$ cat src/rtl/if_id_hazard_ctrl_pkg.sv
// Shared definitions for the IF/ID hazard controller: state encoding, widths
// and the load-use hazard test used by the control FSM.
package if_id_hazard_ctrl_pkg;

    typedef enum logic [1:0] {
        ST_RUN        = 2'd0,
        ST_MC_WAIT    = 2'd1,
        ST_MC_WAIT_BR = 2'd2,
        ST_ILLEGAL    = 2'd3
    } hz_state_e;

    localparam int          REG_W       = 5;
    localparam int          PC_W_DEF    = 10;
    localparam int          CNT_W_DEF   = 16;
    localparam logic [31:0] NOP_INSTR   = 32'd0;

    // Register 0 is hardwired to zero, so a load targeting it can never hazard.
    function automatic logic load_use_hazard(
        input logic             mem_read,
        input logic [REG_W-1:0] rd,
        input logic             use_rs,
        input logic [REG_W-1:0] rs,
        input logic             use_rt,
        input logic [REG_W-1:0] rt
    );
        logic match_rs;
        logic match_rt;
        match_rs = use_rs && (rs == rd);
        match_rt = use_rt && (rt == rd);
        return mem_read && (rd != {REG_W{1'b0}}) && (match_rs || match_rt);
    endfunction

endpackage

$ cat src/rtl/if_id_hazard_ctrl_if.sv
// Bundle between the pipeline datapath (master) and the hazard controller (slave).
interface if_id_hazard_ctrl_if
    import if_id_hazard_ctrl_pkg::*;
#(
    parameter int PC_W  = PC_W_DEF,
    parameter int CNT_W = CNT_W_DEF
);
    logic [REG_W-1:0] rs_id;
    logic [REG_W-1:0] rt_id;
    logic             uses_rs;
    logic             uses_rt;
    logic             ex_mem_read;
    logic [REG_W-1:0] ex_rd;
    logic             ex_branch_taken;
    logic [PC_W-1:0]  ex_branch_target;
    logic             mc_start;
    logic             mc_done;

    logic             pc_we;
    logic             if_id_we;
    logic             if_id_flush;
    logic             id_ex_bubble;
    logic             pc_sel;
    logic [PC_W-1:0]  pc_target;
    logic [CNT_W-1:0] stall_cnt;
    logic [CNT_W-1:0] flush_cnt;

    modport master (
        output rs_id, rt_id, uses_rs, uses_rt, ex_mem_read, ex_rd,
               ex_branch_taken, ex_branch_target, mc_start, mc_done,
        input  pc_we, if_id_we, if_id_flush, id_ex_bubble, pc_sel, pc_target,
               stall_cnt, flush_cnt
    );

    modport slave (
        input  rs_id, rt_id, uses_rs, uses_rt, ex_mem_read, ex_rd,
               ex_branch_taken, ex_branch_target, mc_start, mc_done,
        output pc_we, if_id_we, if_id_flush, id_ex_bubble, pc_sel, pc_target,
               stall_cnt, flush_cnt
    );

endinterface

$ cat src/rtl/if_id_hazard_ctrl_sat_counter.sv
// Saturating up-counter: sticks at all-ones instead of wrapping.
module sat_counter #(
    parameter int WIDTH = 16
) (
    input  logic             clk,
    input  logic             reset,
    input  logic             inc,
    output logic [WIDTH-1:0] count
);

    logic [WIDTH-1:0] count_r;

    // Count register, held once it reaches all-ones.
    always_ff @(posedge clk or negedge reset) begin
        if (!reset) begin
            count_r <= {WIDTH{1'b0}};
        end else if (inc && (count_r != {WIDTH{1'b1}})) begin
            count_r <= count_r + {{(WIDTH-1){1'b0}}, 1'b1};
        end else begin
            count_r <= count_r;
        end
    end

    assign count = count_r;

endmodule

$ cat src/rtl/if_id_hazard_ctrl.sv
// IF/ID hazard controller: load-use stalls, taken-branch flushes and
// multi-cycle (mul/div) waits, with a branch held across the wait.
module if_id_hazard_ctrl
    import if_id_hazard_ctrl_pkg::*;
#(
    parameter int PC_W  = PC_W_DEF,
    parameter int CNT_W = CNT_W_DEF
) (
    input logic               clk,
    input logic               reset,
    if_id_hazard_ctrl_if.slave hz
);

    hz_state_e       state_r;
    hz_state_e       state_nx;
    logic [PC_W-1:0] br_tgt_r;
    logic [PC_W-1:0] br_tgt_nx;

    logic            hazard_s;
    logic            pc_we_s;
    logic            if_id_we_s;
    logic            flush_s;
    logic            bubble_s;
    logic            pc_sel_s;
    logic [PC_W-1:0] pc_target_s;

    assign hazard_s = load_use_hazard(hz.ex_mem_read, hz.ex_rd,
                                      hz.uses_rs, hz.rs_id,
                                      hz.uses_rt, hz.rt_id);

    // State and held-branch-target registers.
    always_ff @(posedge clk or negedge reset) begin
        if (!reset) begin
            state_r  <= ST_RUN;
            br_tgt_r <= {PC_W{1'b0}};
        end else begin
            state_r  <= state_nx;
            br_tgt_r <= br_tgt_nx;
        end
    end

    // Next-state and control decode; branch beats mc_start beats load-use.
    always_comb begin
        state_nx    = state_r;
        br_tgt_nx   = br_tgt_r;
        pc_we_s     = 1'b1;
        if_id_we_s  = 1'b1;
        flush_s     = 1'b0;
        bubble_s    = 1'b0;
        pc_sel_s    = 1'b0;
        pc_target_s = {PC_W{1'b0}};
        case (state_r)
            ST_RUN: begin
                if (hz.ex_branch_taken) begin
                    pc_sel_s    = 1'b1;
                    pc_target_s = hz.ex_branch_target;
                    flush_s     = 1'b1;
                    bubble_s    = 1'b1;
                end else if (hz.mc_start && !hz.mc_done) begin
                    pc_we_s    = 1'b0;
                    if_id_we_s = 1'b0;
                    state_nx   = ST_MC_WAIT;
                end else if (hazard_s) begin
                    pc_we_s    = 1'b0;
                    if_id_we_s = 1'b0;
                    bubble_s   = 1'b1;
                end else begin
                    state_nx = ST_RUN;
                end
            end
            ST_MC_WAIT: begin
                if (hz.mc_done) begin
                    state_nx = ST_RUN;
                    if (hz.ex_branch_taken) begin
                        pc_sel_s    = 1'b1;
                        pc_target_s = hz.ex_branch_target;
                        flush_s     = 1'b1;
                        bubble_s    = 1'b1;
                    end else begin
                        pc_sel_s = 1'b0;
                    end
                end else if (hz.ex_branch_taken) begin
                    pc_we_s    = 1'b0;
                    if_id_we_s = 1'b0;
                    br_tgt_nx  = hz.ex_branch_target;
                    state_nx   = ST_MC_WAIT_BR;
                end else begin
                    pc_we_s    = 1'b0;
                    if_id_we_s = 1'b0;
                end
            end
            ST_MC_WAIT_BR: begin
                // A second branch during the wait cannot displace the first one.
                if (hz.mc_done) begin
                    pc_sel_s    = 1'b1;
                    pc_target_s = br_tgt_r;
                    flush_s     = 1'b1;
                    bubble_s    = 1'b1;
                    state_nx    = ST_RUN;
                end else begin
                    pc_we_s    = 1'b0;
                    if_id_we_s = 1'b0;
                end
            end
            default: begin
                pc_we_s    = 1'b0;
                if_id_we_s = 1'b0;
                bubble_s   = 1'b1;
                state_nx   = ST_RUN;
            end
        endcase
    end

    // While reset is low the pipeline is frozen and fed NOPs.
    always_comb begin
        if (!reset) begin
            hz.pc_we        = 1'b0;
            hz.if_id_we     = 1'b0;
            hz.if_id_flush  = 1'b1;
            hz.id_ex_bubble = 1'b1;
            hz.pc_sel       = 1'b0;
            hz.pc_target    = {PC_W{1'b0}};
        end else begin
            hz.pc_we        = pc_we_s;
            hz.if_id_we     = if_id_we_s;
            hz.if_id_flush  = flush_s;
            hz.id_ex_bubble = bubble_s;
            hz.pc_sel       = pc_sel_s;
            hz.pc_target    = pc_target_s;
        end
    end

    sat_counter #(.WIDTH(CNT_W)) u_stall_cnt (
        .clk   (clk),
        .reset (reset),
        .inc   (~hz.pc_we),
        .count (hz.stall_cnt)
    );

    sat_counter #(.WIDTH(CNT_W)) u_flush_cnt (
        .clk   (clk),
        .reset (reset),
        .inc   (hz.if_id_flush),
        .count (hz.flush_cnt)
    );

endmodule

$ cat src/flat_wrapper.sv
// flat-port wrapper written by rule: the top's interface ports become plain ports
module if_id_hazard_ctrl_flat import if_id_hazard_ctrl_pkg::*;
#(
    parameter int PC_W  = PC_W_DEF,
    parameter int CNT_W = CNT_W_DEF
)
  (clk, reset, hz_rs_id, hz_rt_id, hz_uses_rs, hz_uses_rt, hz_ex_mem_read, hz_ex_rd, hz_ex_branch_taken, hz_ex_branch_target, hz_mc_start, hz_mc_done, hz_pc_we, hz_if_id_we, hz_if_id_flush, hz_id_ex_bubble, hz_pc_sel, hz_pc_target, hz_stall_cnt, hz_flush_cnt);
  if_id_hazard_ctrl_if #(.PC_W(PC_W), .CNT_W(CNT_W)) hz_i ();
  input logic clk;
  input logic reset;
  input wire logic [$bits(hz_i.rs_id)-1:0] hz_rs_id;
  input wire logic [$bits(hz_i.rt_id)-1:0] hz_rt_id;
  input wire logic [$bits(hz_i.uses_rs)-1:0] hz_uses_rs;
  input wire logic [$bits(hz_i.uses_rt)-1:0] hz_uses_rt;
  input wire logic [$bits(hz_i.ex_mem_read)-1:0] hz_ex_mem_read;
  input wire logic [$bits(hz_i.ex_rd)-1:0] hz_ex_rd;
  input wire logic [$bits(hz_i.ex_branch_taken)-1:0] hz_ex_branch_taken;
  input wire logic [$bits(hz_i.ex_branch_target)-1:0] hz_ex_branch_target;
  input wire logic [$bits(hz_i.mc_start)-1:0] hz_mc_start;
  input wire logic [$bits(hz_i.mc_done)-1:0] hz_mc_done;
  output wire logic [$bits(hz_i.pc_we)-1:0] hz_pc_we;
  output wire logic [$bits(hz_i.if_id_we)-1:0] hz_if_id_we;
  output wire logic [$bits(hz_i.if_id_flush)-1:0] hz_if_id_flush;
  output wire logic [$bits(hz_i.id_ex_bubble)-1:0] hz_id_ex_bubble;
  output wire logic [$bits(hz_i.pc_sel)-1:0] hz_pc_sel;
  output wire logic [$bits(hz_i.pc_target)-1:0] hz_pc_target;
  output wire logic [$bits(hz_i.stall_cnt)-1:0] hz_stall_cnt;
  output wire logic [$bits(hz_i.flush_cnt)-1:0] hz_flush_cnt;
  assign hz_i.rs_id = hz_rs_id;
  assign hz_i.rt_id = hz_rt_id;
  assign hz_i.uses_rs = hz_uses_rs;
  assign hz_i.uses_rt = hz_uses_rt;
  assign hz_i.ex_mem_read = hz_ex_mem_read;
  assign hz_i.ex_rd = hz_ex_rd;
  assign hz_i.ex_branch_taken = hz_ex_branch_taken;
  assign hz_i.ex_branch_target = hz_ex_branch_target;
  assign hz_i.mc_start = hz_mc_start;
  assign hz_i.mc_done = hz_mc_done;
  assign hz_pc_we = hz_i.pc_we;
  assign hz_if_id_we = hz_i.if_id_we;
  assign hz_if_id_flush = hz_i.if_id_flush;
  assign hz_id_ex_bubble = hz_i.id_ex_bubble;
  assign hz_pc_sel = hz_i.pc_sel;
  assign hz_pc_target = hz_i.pc_target;
  assign hz_stall_cnt = hz_i.stall_cnt;
  assign hz_flush_cnt = hz_i.flush_cnt;
  if_id_hazard_ctrl #(.PC_W(PC_W), .CNT_W(CNT_W)) u_core (.clk(clk), .reset(reset), .hz(hz_i));
endmodule
$ cat config.mk
export PLATFORM = sky130hd
export DESIGN_NAME = if_id_hazard_ctrl_flat
export DESIGN_NICKNAME = d
export VERILOG_FILES = /design/src/rtl/if_id_hazard_ctrl_pkg.sv /design/src/rtl/if_id_hazard_ctrl_if.sv /design/src/rtl/if_id_hazard_ctrl_sat_counter.sv /design/src/rtl/if_id_hazard_ctrl.sv /design/src/flat_wrapper.sv
export SDC_FILE = /design/constraint.sdc
export NUM_CORES = 1
export LEC_CHECK = 0
export CORE_ASPECT_RATIO = 1.75
export CORE_MARGIN = 3
export CORE_UTILIZATION = 35
export DETAILED_ROUTE_END_ITERATION = 8
export PLACE_DENSITY = 0.7
export SLEW_MARGIN = 20
export SYNTH_ARGS = -nofsm -noshare
export SYNTH_HDL_FRONTEND = slang
export SYNTH_HIERARCHICAL = 1
export SYNTH_SLANG_ARGS = --single-unit
export TNS_END_PERCENT = 20
$ cat constraint.sdc
create_clock -name clk -period 2.5 [get_ports clk]
set_input_delay 0.5 -clock clk [delete_from_list [all_inputs] [get_ports clk]]
set_output_delay 0.5 -clock clk [all_outputs]
set_load 0.03 [all_outputs]
## After elaboration in Yosys (flattened, before gate mapping)

Cells that the tools add are included.

- Register bits: 44
- Input port bits: 33
- Output and inout bits: 47
- Word-level logic and storage cells: 60

- $add $sub $neg: 2
- Eq/ne operators: 10
- Mux-type cells: 28
- Bitwise operators: 2
- Reductions and logical operators: 14

Operator list:

| operator | count |
|---|---|
| $mux 10 | 4 |
| $add 16x1->16 const B | 2 |
| $ne 16x16->1 const B | 2 |
| $pmux 10 s3 | 1 |
| $mux 1 | 13 |
| $mux 2 | 6 |
| $eq 5x5->1 | 2 |
| $logic_and 1x1->1 | 7 |
| $ne 3x3->1 const B | 2 |
| $pmux 1 s3 | 2 |
| $pmux 2 s3 | 1 |
| $reduce_bool 5->1 | 1 |
| $ne 2x2->1 const B | 2 |
| $reduce_and 4->1 | 1 |
| $reduce_and 3->1 | 1 |
| $eq 2x1->1 const B | 1 |
| $eq 2x2->1 const B | 1 |
| $logic_not 2->1 | 1 |
| $not 1->1 | 2 |
| $pmux 1 s2 | 1 |
| $reduce_or 2->1 | 1 |
| $logic_not 1->1 | 1 |
| $logic_or 1x1->1 | 1 |

## Longest topological paths before layout

- Depth after elaboration: 11
- Depth in mapped cells: 10
- Mapped depth without buffers: 10

## Hierarchy

Netlist, hierarchy kept.

By module, submodules not included:

| module | instances | cells each | area each (sq um) | sequential area each (sq um) |
|---|---|---|---|---|
| if_id_hazard_ctrl | 1 | 100 | 899.6 | 300.3 |
| sat_counter at u_core.u_flush_cnt | 1 | 72 | 859.6 | 400.4 |
| sat_counter at u_core.u_stall_cnt | 1 | 74 | 808.3 | 400.4 |

## Worst setup path after synthesis

No wires, ideal clock.

- Path kind: register to register
- Start: register u_core.state_r[0]
- End: register u_core.u_flush_cnt.count_r[14], in the netlist u_core/u_flush_cnt/count[14]
- Library setup time: 136 ps
- Arrival: 2845 ps
- Required time: 2364 ps
- Path slack: -481 ps
- Stages on the path, launching flop included: 11
- Buffers on the path: 0
- Clock period less this slack: 2981 ps
- Cell sequence: dfrtp_1 -> inv_1 -> ha_1 -> a21oi_1 -> nor2_1 -> nor2_1 -> o21ai_0 -> nand2_1 -> nor4_4 -> nand4_1 -> xnor2_1

- Cells in the longest elaborated chain, start to end: 4
- Elaborated cells on any way between the ends: 6
- Classes of those cells: 2 x eq/ne; 2 x mux; 2 x reduce/logical

RTL lines:

| what | RTL line | source |
|---|---|---|
| from (decl) | if_id_hazard_ctrl.sv:14 | `hz_state_e state_r;` |
| from (signal assigned) | if_id_hazard_ctrl.sv:37 | `state_r <= state_nx;` |
| $eq 2x2->1 (tied with other cells) | if_id_hazard_ctrl.sv:52 | `case (state_r)` |
| $pmux 1 s3 (*) | if_id_hazard_ctrl.sv:52 |  |
| $mux 1 (*) | if_id_hazard_ctrl.sv:116 | `if (!reset) begin` |
| net hz_if_id_flush | flat_wrapper.sv:23 | `output wire logic [$bits(hz_i.if_id_flush)-1:0] hz_if_id_flush;` |
| $logic_and 1x1->1 (*) | if_id_hazard_ctrl_sat_counter.sv:17 | `end else if (inc && (count_r != {WIDTH{1'b1}})) begin` |
| to (signal assigned) | if_id_hazard_ctrl_sat_counter.sv:16 | `count_r <= {WIDTH{1'b0}};` |
| to (signal assigned) | if_id_hazard_ctrl_sat_counter.sv:18 | `count_r <= count_r + {{(WIDTH-1){1'b0}}, 1'b1};` |
| to (signal assigned) | if_id_hazard_ctrl_sat_counter.sv:20 | `count_r <= count_r;` |
| to (decl) | if_id_hazard_ctrl_sat_counter.sv:11 | `logic [WIDTH-1:0] count_r;` |

Mark *: on every way through the listed nets, which the timed path passes. The rest lies on a longest branch.
A chain may end at the register's enable or synchronous reset.

## Final worst setup path

- Start: input port hz_rs_id[0]
- End: output port hz_pc_we

- Cells in the longest elaborated chain, start to end: 9

RTL lines:

| what | RTL line | source |
|---|---|---|
| from (decl) | flat_wrapper.sv:11 | `input wire logic [$bits(hz_i.rs_id)-1:0] hz_rs_id;` |
| $eq 5x5->1 | if_id_hazard_ctrl_pkg.sv:28 | `match_rs = use_rs && (rs == rd);` |
| $logic_and 1x1->1 | if_id_hazard_ctrl_pkg.sv:28 |  |
| $logic_or 1x1->1 | if_id_hazard_ctrl_pkg.sv:30 | `return mem_read && (rd != {REG_W{1'b0}}) && (match_rs \|\| match_rt);` |
| $logic_and 1x1->1 | if_id_hazard_ctrl_pkg.sv:30 |  |
| $mux 1 | if_id_hazard_ctrl.sv:63 | `end else if (hazard_s) begin` |
| $mux 1 | if_id_hazard_ctrl.sv:59 | `end else if (hz.mc_start && !hz.mc_done) begin` |
| $mux 1 | if_id_hazard_ctrl.sv:54 | `if (hz.ex_branch_taken) begin` |
| $pmux 1 s2 | if_id_hazard_ctrl.sv:52 |  |
| $mux 1 | if_id_hazard_ctrl.sv:116 |  |
| to (decl) | flat_wrapper.sv:21 | `output wire logic [$bits(hz_i.pc_we)-1:0] hz_pc_we;` |

No other way between the ends.

==> run metrics <==
status completed; Arrival @ worst endpoint around 1.9 ns; core area 7010 sq um; RSZ-0062 raised after global routing yes; initial antenna violation count 0; Final period util 97.4%; Area growth syn-to-layout 47.6%; XOR/XNOR Fraction of Synth Area approximately a tenth; area leader, netlist dfrtp_1; vias per cell ~5.4; Ys Warns 6; worst vdd rail ir drop around 0.68 mV; DR vias between 2000 and 2500; Tightest Hold Check Type in -> async; cts bufs inserted 5; largest net degree at the start of global routing 45; fin worst setup slack 0.0651 ns; Buf/Inv on CP 3; final net count around 390; Cells after Synth between 200 and 250; RD Place Congestion 0.855; antenna cells 0; CP max FO 3; kind of cell adding the most delay to the critical path buffers and inverters; share of cells above drive strength 1 around 26%; # setup viols final 0; DP HPWL between 4000 and 5000 um; All-Layer GR Usage approximately 16%; placement-stage worst setup slack -0.538 ns; setup_tns 0 ns; wire length of the first global-routing pass roughly 11000 um; Hold-fix buffers, CTS 0; vias in the first global route about 2400; Final ANT Viol Nets 0; CP endpoint hz_pc_we; setup slack, reg-to-reg ~0.27 ns; post-synthesis mux area share under 10%; # port buffers 79; final hold viol count 0; GRT Residual Overflow 0; slew at the pin closest to its max-slew limit ~0.56 ns; worst skew pair latency around 0.28 ns; IO Pins 80; leak pwr 1.68 nW; Rows 40; die width roughly 71 um; cell chain of the critical path clkdlybuf4s50_1 > xnor2_1 > nand2_1 > o22ai_2 > nand2b_4 > buf_6 > a21o_1 > buf_6; Distinct cells, synth 48; maxcap violations 0; crit path time final around 2.4 ns; post-synthesis net count roughly 290; Worst slew margin between 60 and 70%; Iter 0 DRT Violations 146; adder-cell share of the synthesized area about 2.9%; DRC 0; register area share after synthesis about 43%; Synth Flop Type dfrtp_1; Synth Area in Compound Gates a little under an eighth; die area between 8000 and 9000 sq um; DR WL/cell around 15 um; simple-gate area share of the yosys netlist between 20% and 30%; slowest stage delay, CP about 0.47 ns; crit end category output pin; Crit. path cell count 8; Starting Density roughly 37%; Pins Over Slew Limit 0; CTS tree done; worst path required time approximately 2 ns; Routed Wire Length 6610 um; Yosys top cell area share ~43%; Reg-to-Reg End u_core/u_stall_cnt/count[13]; # clock sinks 44; Clock Tree Buf Depth 2; #FFs+latches synth 44; max frequency 411 MHz; number of enable flip-flop cells after synthesis 0; total power 0.00327 W; First-pass DRT Iterations 4; share of async-settable or async-resettable flops after synthesis 100%; top-count cell post-synth dfrtp_1; R2R depth 10; CTS Root Cell clkbuf_16; Commonest cells post-synth dfrtp_1, nor2_1, xnor2_1, nand2_1, nand4_1; main area contributors after synthesis dfrtp_1, xnor2_1, mux2_2; Syn Area/Cell around 10 sq um; main combinational cell family by area after synthesis simple AND/OR/NAND/NOR gates; CP Launch Type input port; H-tree levels 2; Setup Skew approximately 0.0074 ns; Most common cell on crit path buf_6; pwr/cell area 863 nW/um^2; crit path kind in -> out; Post-Syn Area roughly 2600 sq um; slowest CP cell clkdlybuf4s50_1; R2R Path Start u_core/state_r[0]; clock-pin transition on the worst setup and hold timing paths ~0.06 ns; worst setup path start hz_rs_id[0]; DIE HEIGHT approximately 120 um
==> per-stage QoR <==
step / area [sq um] / std cells / util [%] / hold slack [ns]
after global placement: 3550 / 424 / 50.7 / 0.487
after detailed placement: 3550 / 424 / 50.7 / 0.494
after CTS: 3740 / 433 / 53.4 / 0.414
after global routing: 3790 / 435 / 54.1 / 0.428
after floorplan: 2570 / 246 / - / 0.204
final: 3790 / 435 / 54.1 / 0.380
==> routing by layer <==
metal | vias up | GRT usage [%] | part of all wire [%] | wire (um)
met3 | 17 | 2.03 | 4.1 | 271
met2 | 75 | 29.2 | 55 | 3650
met5 | - | 0 | 0 | 0
met4 | 0 | 7.18 | 3.0 | 199
li1 | 1113 | - | - | -
met1 | 1134 | 17.4 | 38 | 2490
==> area by class of cell <==
class / count / area (sq um)
Sequential cell: 44 / 1100
Inverter: 5 / 18.8
Tap cell: 84 / 105
Multi-Input combinational cell: 192 / 1480
Clock buffer: 7 / 143
Fill cell: 635 / 3220
Clock inverter: 1 / 7.51
Timing Repair Buffer: 102 / 931
==> worst register-to-register path, delay by kind of cell (launching register included) <==
family | cells | cell delay (ns)
flip-flops | 1 | 0.42
AO/OA/AOI/OAI | 2 | 0.32
adder cells (fa/ha/maj) | 1 | 0.26
AND/OR/NAND/NOR | 4 | 0.55
multiplexers | 1 | 0.33
buffers and inverters | 2 | 0.25
==> sequential cells by signal, summed over array words and instances, names as in the netlist <==
register	count
u_core/br_tgt_r	10
u_core/u_flush_cnt/count	16
u_core/state_r	2
u_core/u_stall_cnt/count	16
==> placed cells by master (no fill, tap or decap), types with 2 or more instances in the layout <==
master / count
clkdlybuf4s50_1: 50
dfrtp_1: 44
buf_4: 35
nor2_1: 20
xnor2_1: 20
nand2_1: 19
nand4_1: 16
mux2_2: 12
a22oi_1: 10
dlymetal6s2s_1: 7
a21oi_1: 7
o21ai_0: 7
xor2_1: 7
ha_1: 6
nand3_1: 6
clkbuf_16: 5
inv_1: 5
and3_1: 5
o21a_1: 5
nor3_2: 4
dlygate4sd2_1: 3
buf_2: 3
buf_6: 3
and4_1: 3
nor4_4: 3
a31oi_1: 3
nor3_1: 3
nand2b_1: 2
a21oi_2: 2
o21ai_2: 2
or2_2: 2
nand4_4: 2
nor2_2: 2
mux2_1: 2
==> worst min-delay path by stage <==
stage	slack (ns)	endpoint	start
3_3_place_gp	0.49	u_core/br_tgt_r[0]	u_core/br_tgt_r[0]
5_1_grt	0.43	u_core/br_tgt_r[2]	reset
3_5_place_dp	0.49	u_core/br_tgt_r[0]	u_core/br_tgt_r[0]
6_report	0.38	u_core/state_r[1]	reset
2_1_floorplan	0.20	u_core/br_tgt_r[0]	reset
4_1_cts	0.41	u_core/u_flush_cnt/count[11]	reset
==> cells by family after synthesis <==
family                     count (synthesis)
xor gates and xnor gates                  28
adders and majority gates                  6
muxes                                     15
and+or+nand+nor                           99
buffers and inverters                     10
AOI/OAI and AO/OA                         44
DFF                                       44
==> what timing repair did <==
action | 4_1_cts | 5_1_grt
setup buffers | 1 | 2
gates resized for setup | 19 | 17
endpoints found under the setup margin | 8 | 8
pin swaps | 6 | 13
endpoints found under the hold margin | 0 | 0
==> report_power, final <==
part	total, W	internal (W)	leakage (nW)	switching (W)
clock network	0.000651	0.000398	0.0701	0.000253
logic	0.00147	0.000675	1.04	0.000796
registers	0.00115	0.000914	0.566	0.000233
total	0.00327	0.00199	1.68	0.00128
Note: power is estimated with default switching activity, not from simulation.
